**src/rtl/wide_bram_read_arbiter.sv**
```systemverilog
// Two-requester burst read arbiter for the wide BRAM read port.
// Round-robin by default; define WIDE_BRAM_ARB_FIXED_PRIORITY_EN for fixed priority to requester 0.
module wide_bram_read_arbiter #(
  parameter int unsigned ADDR_WIDTH = 10,
  parameter int unsigned DATA_WIDTH = 64,
  parameter int unsigned LEN_WIDTH  = 4
) (
  input  logic                  clk,
  input  logic                  reset,
  input  logic                  req0_valid,
  input  logic [ADDR_WIDTH-1:0] req0_addr,
  input  logic [LEN_WIDTH-1:0]  req0_len,
  output logic                  req0_ready,
  output logic                  rsp0_valid,
  output logic                  rsp0_last,
  output logic [DATA_WIDTH-1:0] rsp0_data,
  input  logic                  req1_valid,
  input  logic [ADDR_WIDTH-1:0] req1_addr,
  input  logic [LEN_WIDTH-1:0]  req1_len,
  output logic                  req1_ready,
  output logic                  rsp1_valid,
  output logic                  rsp1_last,
  output logic [DATA_WIDTH-1:0] rsp1_data,
  output logic [ADDR_WIDTH-1:0] mem_dout_addr,
  input  logic [DATA_WIDTH-1:0] mem_dout,
  output logic                  busy
);

  typedef enum logic {IDLE, BURST} state_t;

  state_t                state;
  logic [ADDR_WIDTH-1:0] cur_addr;
  logic [ADDR_WIDTH-1:0] hold_addr;
  logic [LEN_WIDTH-1:0]  remain;
  logic                  owner;
  logic                  p_valid;
  logic                  p_owner;
  logic                  p_last;
  logic                  winner;
  logic                  accept;
`ifndef WIDE_BRAM_ARB_FIXED_PRIORITY_EN
  logic                  last_grant;
`endif

  // Winner selection; only meaningful when accept is high
  always_comb begin
    winner = 1'b0;
`ifdef WIDE_BRAM_ARB_FIXED_PRIORITY_EN
    winner = ~req0_valid;
`else
    if (req0_valid && req1_valid) winner = ~last_grant;
    else                          winner = ~req0_valid;
`endif
  end

  // No grant while reset is asserted, so a request cannot slip past an abort
  assign accept     = (state == IDLE) && (req0_valid || req1_valid) && !reset;
  assign req0_ready = accept && !winner;
  assign req1_ready = accept &&  winner;

  // Address is live during BURST and held at the last issued value otherwise
  assign mem_dout_addr = (state == BURST) ? cur_addr : hold_addr;

  assign rsp0_valid = p_valid && !p_owner;
  assign rsp1_valid = p_valid &&  p_owner;
  assign rsp0_last  = rsp0_valid && p_last;
  assign rsp1_last  = rsp1_valid && p_last;
  assign rsp0_data  = mem_dout;
  assign rsp1_data  = mem_dout;
  assign busy       = (state == BURST) || p_valid;

  always_ff @(posedge clk) begin
    if (reset) begin
      state     <= IDLE;
      cur_addr  <= '0;
      hold_addr <= '0;
      remain    <= '0;
      owner     <= 1'b0;
      p_valid   <= 1'b0;
      p_owner   <= 1'b0;
      p_last    <= 1'b0;
`ifndef WIDE_BRAM_ARB_FIXED_PRIORITY_EN
      last_grant <= 1'b1;
`endif
    end else begin
      p_valid <= 1'b0;
      p_last  <= 1'b0;
      case (state)
        IDLE: begin
          if (accept) begin
            cur_addr <= winner ? req1_addr : req0_addr;
            remain   <= winner ? req1_len  : req0_len;
            owner    <= winner;
            state    <= BURST;
`ifndef WIDE_BRAM_ARB_FIXED_PRIORITY_EN
            last_grant <= winner;
`endif
          end
        end
        BURST: begin
          // One word issued per cycle; its data returns next cycle via the p_* flags
          hold_addr <= cur_addr;
          cur_addr  <= cur_addr + ADDR_WIDTH'(1);
          p_valid   <= 1'b1;
          p_owner   <= owner;
          p_last    <= (remain == '0);
          if (remain == '0) state  <= IDLE;
          else              remain <= remain - LEN_WIDTH'(1);
        end
        default: state <= IDLE;
      endcase
    end
  end

endmodule

```
**config.mk**
```make
export PLATFORM = sky130hd
export DESIGN_NAME = wide_bram_read_arbiter
export DESIGN_NICKNAME = d
export VERILOG_FILES = /design/src/rtl/wide_bram_read_arbiter.sv
export SDC_FILE = /design/constraint.sdc
export NUM_CORES = 1
export LEC_CHECK = 0
export BUFFER_PORTS_ARGS = -buffer_cell sky130_fd_sc_hd__buf_2
export CAP_MARGIN = 40
export CORE_AREA = 2 2 93 95
export CTS_CLUSTER_SIZE = 10
export DETAILED_ROUTE_END_ITERATION = 7
export DIE_AREA = 0 0 95 97
export PLACE_DENSITY = 0.78
export SLEW_MARGIN = 20
export SYNTH_ARGS = -nofsm -noshare
export SYNTH_HDL_FRONTEND = slang
export SYNTH_SLANG_ARGS = --single-unit
export TNS_END_PERCENT = 30
```
**constraint.sdc**
```tcl
create_clock -name clk -period 3.4 [get_ports clk]
set_input_delay 0.17 -clock clk [delete_from_list [all_inputs] [get_ports clk]]
set_output_delay 0.17 -clock clk [all_outputs]
set_load 0.05 [all_outputs]
```
Yosys cells after proc, flatten, opt, wreduce, memory -nomap -nowiden
Index checks and enable logic that the tools add are counted.
W data, S select, Z words.
{"block": "word_totals", "ff_bits": 30, "input_bits": 96, "out_inout_bits": 145, "word_cells": 47}
{"block": "classes", "addsub": 2, "n_eq_ne": 2, "n_mux": 13, "bitwise": 3, "reduce_logical": 18}
{"cell": "$mux W10", "count": 3}
{"cell": "$pmux W10 S2", "count": 1}
{"cell": "$mux W4", "count": 3}
{"cell": "$add A10 B1 Y10 const B", "count": 1}
{"cell": "$logic_and A1 B1 Y1", "count": 9}
{"cell": "$pmux W4 S2", "count": 1}
{"cell": "$logic_not A4 Y1", "count": 1}
{"cell": "$mux W1", "count": 4}
{"cell": "$ne A2 B2 Y1 const B", "count": 2}
{"cell": "$reduce_and A2 Y1", "count": 2}
{"cell": "$sub A4 B1 Y4 const B", "count": 1}
{"cell": "$logic_not A1 Y1", "count": 3}
{"cell": "$not A1 Y1", "count": 3}
{"cell": "$logic_or A1 B1 Y1", "count": 2}
{"cell": "$pmux W1 S2", "count": 1}
{"cell": "$reduce_or A2 Y1", "count": 1}

Logic depth before layout (Yosys ltp)
Gate-level depths: netlist of run 1.
{"block": "logic_depth", "depth_word": 5, "mapped_depth": 7, "depth_no_buf": 6}

Least setup slack after synthesis of run 1
OpenSTA, ideal clock, no wires.
{"block": "synth_path", "path_type": "register to output", "from": "reg last_grant", "to": "out req1_ready", "t_arrival_ns": 1.866, "t_required_ns": 3.230, "setup_slack_ns": 1.364, "stages_incl_launch_ff": 5, "n_path_buf": 1, "cell_sequence": "dfxtp_1 -> nand2b_1 -> buf_4 -> and2_1 -> nor3_1"}
{"block": "synth_between", "elab_chain_len": 3}
{"element": "start: declaration", "line_no": "42", "source": "logic last_grant;"}
{"element": "start signal: assignment", "line_no": "96", "source": "last_grant <= winner;"}
{"element": "$not A1 Y1", "line_no": "51", "source": "if (req0_valid && req1_valid) winner = ~last_grant;"}
{"element": "$mux W1", "line_no": "51"}
{"element": "$logic_and A1 B1 Y1", "line_no": "59", "source": "assign req1_ready = accept && winner;"}
{"element": "end: declaration", "line_no": "20", "source": "output logic req1_ready,"}
No other way between the ends.

Worst setup path after layout of run 1
{"block": "layout_path", "from": "reg last_grant", "to": "out req0_ready"}
{"block": "layout_between", "elab_chain_len": 4}
{"element": "$not A1 Y1", "line_no": "51"}
{"element": "$mux W1", "line_no": "51"}
{"element": "$logic_not A1 Y1", "line_no": "58", "source": "assign req0_ready = accept && !winner;"}
{"element": "$logic_and A1 B1 Y1", "line_no": "58"}
{"element": "end: declaration", "line_no": "13", "source": "output logic req0_ready,"}
No other way between the ends.

==> results of run 1 <==
[state kept, by name (all words and copies together) (netlist names)]
| register | flops |
|---|---|
| cur_addr | 10 |
| hold_addr | 10 |
| last_grant | 1 |
| owner | 1 |
| p_last | 1 |
| p_owner | 1 |
| p_valid | 1 |
| remain | 4 |
| state | 1 |
[cells in the final DEF (no fill, tap or decap), types with 8 or more instances in the layout]
cell     count
and3_1      10
mux2_2       9
a21oi_1     12
o21ai_0     10
nand2_1     11
dfxtp_1     30
nor2_1       8
buf_2       48
and2_1      13
[area by class of cell]
cell class	count	area, sq um	share of cell area [%]
Tap cell	105	131	6.46
Clock buffer	7	86.3	4.25
Timing Repair Buffer	49	248	12.2
Inverter	7	26.3	1.29
Sequential cell	30	601	29.5
Multi-Input combinational cell	140	936	46.0
Clock inverter	1	5.00	0.246
[per-layer routing]
metal | GRT usage (%) | up-vias | share of wire (%)
li1 | - | 783 | -
met1 | 14.8 | 758 | 40
met2 | 18.3 | 102 | 46
met3 | 4.91 | 40 | 11
met4 | 6.47 | 0 | 3.9
met5 | 0 | - | 0
[path summary, 6_finish.rpt]
| check | end | slack, ns | depth (start not counted) |
|---|---|---|---|
| max | req0_ready | 1.24 | 4 |
| min | cur_addr[8] | 0.12 | 2 |
| max reg2reg | cur_addr[5] | 1.54 | 4 |
| min reg2reg | owner | 0.52 | 2 |
[through the flow]
| step | hold WS (ns) | power, mW | instance area (sq um) |
|---|---|---|---|
| floorplan | 0.309 | 0.978 | 2590 |
| global placement | 0.340 | 0.629 | 1940 |
| detailed placement | 0.340 | 0.636 | 1940 |
| CTS | 0.112 | 0.935 | 2030 |
| global route | 0.130 | 0.978 | 2030 |
| finish | 0.118 | 0.925 | 2030 |
[logic make-up (layout without fill, tap and decap cells)]
group	Yosys count	after routing	synth area share [%]
buffers and inverters	147	64	40.7
AOI/OAI and AO/OA	56	56	14.8
and+or+nand+nor	69	69	15.0
muxes	11	11	4.68
adders and majority gates	2	2	0.966
xor gates and xnor gates	2	2	0.676
DFF	30	30	23.2
[report_power, final]
part / total (mW) / internal (mW) / switching, mW
combinational: 0.216 / 0.0826 / 0.133
clock: 0.298 / 0.163 / 0.135
sequential: 0.411 / 0.379 / 0.0318
[worst max-delay path: stages (launching register included)]
cell and delay (ns):
dfxtp_1 0.36, nand2b_1 0.50, nand2_1 0.26, nor3_2 0.27
buf_2 0.32
==> flow_summary.yaml, run 1 <==
sta:
  worst_slack_ns: 1.24
  fmax_mhz: 462
  period_minus_slack_ns: 2.16
  rsz0062_at_grt: "false"
  period_share_pct: 63.6
  finalMaxSlewViolations: 0
  slew_headroom_pct: 57.6
  setup-violations-final: 0
  skew_ns: 0.00649
  tns_ns: 0
  worst_slew_pin_slew_ns: 0.633
  finalHoldViolations: 0
clocking:
  htree_levels: 2
  cts.clk_slew.worst_paths_ns: 0.07
  clkSinkCount: 30
  clock_path_buffers: 2
  cts_setup_buffers: 0
  hold_buffers: 0
  clock_latency_ns: 0.28
  cts-root-buf: "clkbuf_8"
  cts_tree: "built"
  cts_inserted_buffers: 5
  cts_resized: 0
detailed_routing:
  wl_per_cell_microns: 16.3
  drt_iter0_drc: 108
  drt.antenna.violating_nets: 0
  vias_per_cell: 4.96
  drc: 0
  vias: 1683
  firstDrtPassIters: 4
  routed_wl_microns: 5520
synth:
  synth_area_per_cell_sq_um: 8.17
  syn_area_sq_um: 2590
  seq_area_frac_synth_pct: 23.2
  syn_inst: 317
  ys_async_sr_fraction_pct: 0
  ys_ff_latch: 30
  synth_edf_count: 0
  synth_area_leader_cell: "buf_4"
  yosys.area.top_type_share_pct: 38.0
  yosysMostFrequentCell: "buf_4"
  syn_nets: 415
  synth_commonest_cells: "131 x buf_4, 30 x dfxtp_1, 13 x and2_1"
  synth_cell_types: 49
  yosys-top-cells-area: "buf_4 38%, dfxtp_1 23%, mux2_2 3.9%"
  ys.flop_type: "dfxtp_1"
  yosys_warnings: 0
min_path:
  hold_start: "req0_addr[8]"
  hp-class: "input pin to flop"
layout:
  instances_no_fill: 339
  layout.nets: 331
  drive_above_1_share_pct: 30.3
  num-fill-cells: 889
  final_core_util_pct: 25.0
  antenna_cells: 0
  syn_to_final_growth_pct: -21.5
global_route:
  grt_overflow: 0
  track_usage_pct: 12.2
  grt_pass1_wl_microns: 8630
  grt_max_degree: 28
  antenna_found_initial: 0
  grt_pass1_vias: 1632
power:
  power.density_nw_per_um2: 455
  p_leak_nw: 0.872
  ir_drop_mv: 0.138
outcome:
  outcome: "finished, final reports clean"
setup_path:
  critPathCaptureType: "output pin"
  worstSetupStartpointType: "flop"
  worst_ep_arrival_time_ns: 1.99
  critPathKind: "flop to output pin"
  crit_fanout: 19
  rr_startpoint: "state"
  crit_required_ns: 3.23
  cp-startpoint: "last_grant"
placed_design:
  dp_cells: 331
  hpwl_microns: 4270
  port_buffers: 48
  place_ws_ns: 1.49
  gp_congestion: 0.837
die:
  start_util_pct: 31.9
  die_h_microns: 97
  rows: 33
  core_area_sq_um: 8130
  io_pins: 241
  die_area_sq_um: 9220
  fp.dieW_microns: 95
run:
  drv_cap: 0
Power figures use the tool's default switching activity.
==> run 2, diff against run 1 <==
CORE_AREA = 2 2 94 96   (was 2 2 93 95)
DIE_AREA = 0 0 96 98   (was 0 0 95 97)
PLACE_DENSITY = 0.76   (was 0.78)
clock period = 2 ns   (was 3.4 ns; I/O delays follow)
==> run 2 against run 1 <==
  * Worst setup slack worse by 0.92 ns
  * Routed wire length fell by 2.4%
  * Flip-flop and latch count is the same
  * Sequential power increased by 68%
  * Critical endpoint unchanged
  * Total power grew 65%
==> flow_summary.yaml, run 2 (same netlist as run 1, synthesis figures left out) <==
placed_design:
  place_ws_ns: 0.422
  port_buffers: 48
  gp_congestion: 0.805
  hpwl_microns: 4230
detailed_routing:
  wl_per_cell_microns: 15.5
  firstDrtPassIters: 4
  met1Wirelength_microns: 2360
  highest_layer: "met4"
  vias: 1693
  drt_iter0_drc: 102
  drc: 0
  vias_per_cell: 4.88
  met2_wirelength_microns: 2130
  routed_wl_microns: 5380
  drt.antenna.violating_nets: 0
  wl_met3_microns: 516
sta:
  worst_slack_ns: 0.312
  finalMaxSlewViolations: 0
  setup-violations-final: 0
  fmax_mhz: 593
  slew_headroom_pct: 71.6
  finalHoldViolations: 0
  period_share_pct: 84.4
  tns_ns: 0
  rsz0062_at_grt: "false"
  skew_ns: 0.00608
  worst_slew_pin_slew_ns: 0.426
  period_minus_slack_ns: 1.69
min_path:
  hp-class: "input pin to flop"
  min_path_cells: 2
die:
  die_h_microns: 98
  fp.dieW_microns: 96
  io_pins: 241
  die_area_sq_um: 9410
  core_area_sq_um: 8470
  start_util_pct: 30.6
  rows: 34
layout:
  drive_above_1_share_pct: 31.8
  antenna_cells: 0
  syn_to_final_growth_pct: -20.1
  reg_top3: "cur_addr: 10 flops, hold_addr: 10 flops, remain: 4 flops"
  final_cell_mix: "48 x buf_2, 30 x dfxtp_1, 13 x and2_1"
  num-fill-cells: 920
  final_common_cell: "buf_2"
  layout.nets: 337
setup_path:
  crit_required_ns: 1.90
  cp-startpoint: "last_grant"
  critPathCaptureType: "output pin"
  r2r_cells: 6
  worst_ep_arrival_time_ns: 1.59
  worstSetupEndpoint: "req0_ready"
  crit_fanout: 9
  rr_startpoint: "remain[0]"
  r2r-end: "remain[0]"
  worstSetupStartpointType: "flop"
  critPathKind: "flop to output pin"
  r2r_slack_ns: 0.40
outcome:
  outcome: "finished, final reports clean"
clocking:
  clkSinkCount: 30
  clock_latency_ns: 0.28
  cts_inserted_buffers: 5
  cts_tree: "built"
  cts_resized: 0
  htree_levels: 2
  hold_buffers: 0
  cts-root-buf: "clkbuf_8"
  cts_setup_buffers: 0
  cts.clk_slew.worst_paths_ns: 0.06
  clock_path_buffers: 2
global_route:
  grt_pass1_vias: 1692
  grt_pass1_wl_microns: 8490
  grt_overflow: 0
  grt_max_degree: 22
  track_usage_pct: 11.5
  antenna_found_initial: 0
power:
  ir_drop_mv: 0.258
  p_leak_nw: 0.891
  power.density_nw_per_um2: 739
run:
  drv_cap: 0
[run 2: changes by cell type in the layout (fill, tap and decap cells not counted), sizes merged]
cell | previous run | this run
clkinv | 1 | 0
buf | 49 | 55
[run 2: critical path, stage by stage (launching register included)]
cell,delay (ns)
dfxtp_1,0.36
nand2b_2,0.22
nand2_1,0.15
nor3_2,0.25
buf_2,0.31
[run 2: worst min-delay path by stage]
stage / slack (ns) / startpoint / endpoint
after floorplan: 0.24 / req0_addr[8] / cur_addr[8]
after CTS: 0.04 / req0_addr[8] / cur_addr[8]
after detailed placement: 0.20 / mem_dout[32] / rsp0_data[32]
final: 0.04 / req0_addr[8] / cur_addr[8]
after global placement: 0.20 / mem_dout[32] / rsp0_data[32]
after global routing: 0.04 / req0_addr[8] / cur_addr[8]
[run 2: layout make-up]
class | count | area [sq um] | area share [%]
clock buffer | 7 | 76.3 | 3.69
inverter | 7 | 26.3 | 1.27
multi-input combinational | 140 | 938 | 45.3
sequential | 30 | 601 | 29.0
tap | 108 | 135 | 6.53
timing repair buffer | 55 | 293 | 14.1
[run 2: stage by stage]
step / hold slack [ns] / instance area (sq um) / power [mW] / std cells / util (%)
5_1_grt: 0.0367 / 2070 / 1.61 / 347 / 24.4
4_1_cts: 0.0367 / 2070 / 1.54 / 347 / 24.4
6_report: 0.0449 / 2070 / 1.53 / 347 / 24.4
2_1_floorplan: 0.239 / 2590 / 1.66 / 317 / -
3_5_place_dp: 0.201 / 1990 / 1.09 / 340 / 23.5
3_3_place_gp: 0.201 / 1990 / 1.08 / 340 / 23.5
[run 2: metal layers]
metal  vias to the layer above  global-route usage (%)
li1                        797                       -
met1                       758                    14.8
met2                        86                    15.0
met3                        52                    4.17
met4                         0                    9.45
met5                         -                       0
[run 2: where the power goes]
part	leakage (nW)	internal [mW]	switching [mW]	total (mW)
Clock	0.0383	0.239	0.208	0.447
Sequential	0.246	0.645	0.0453	0.691
Combinational	0.607	0.154	0.238	0.392
Total	0.891	1.04	0.491	1.53
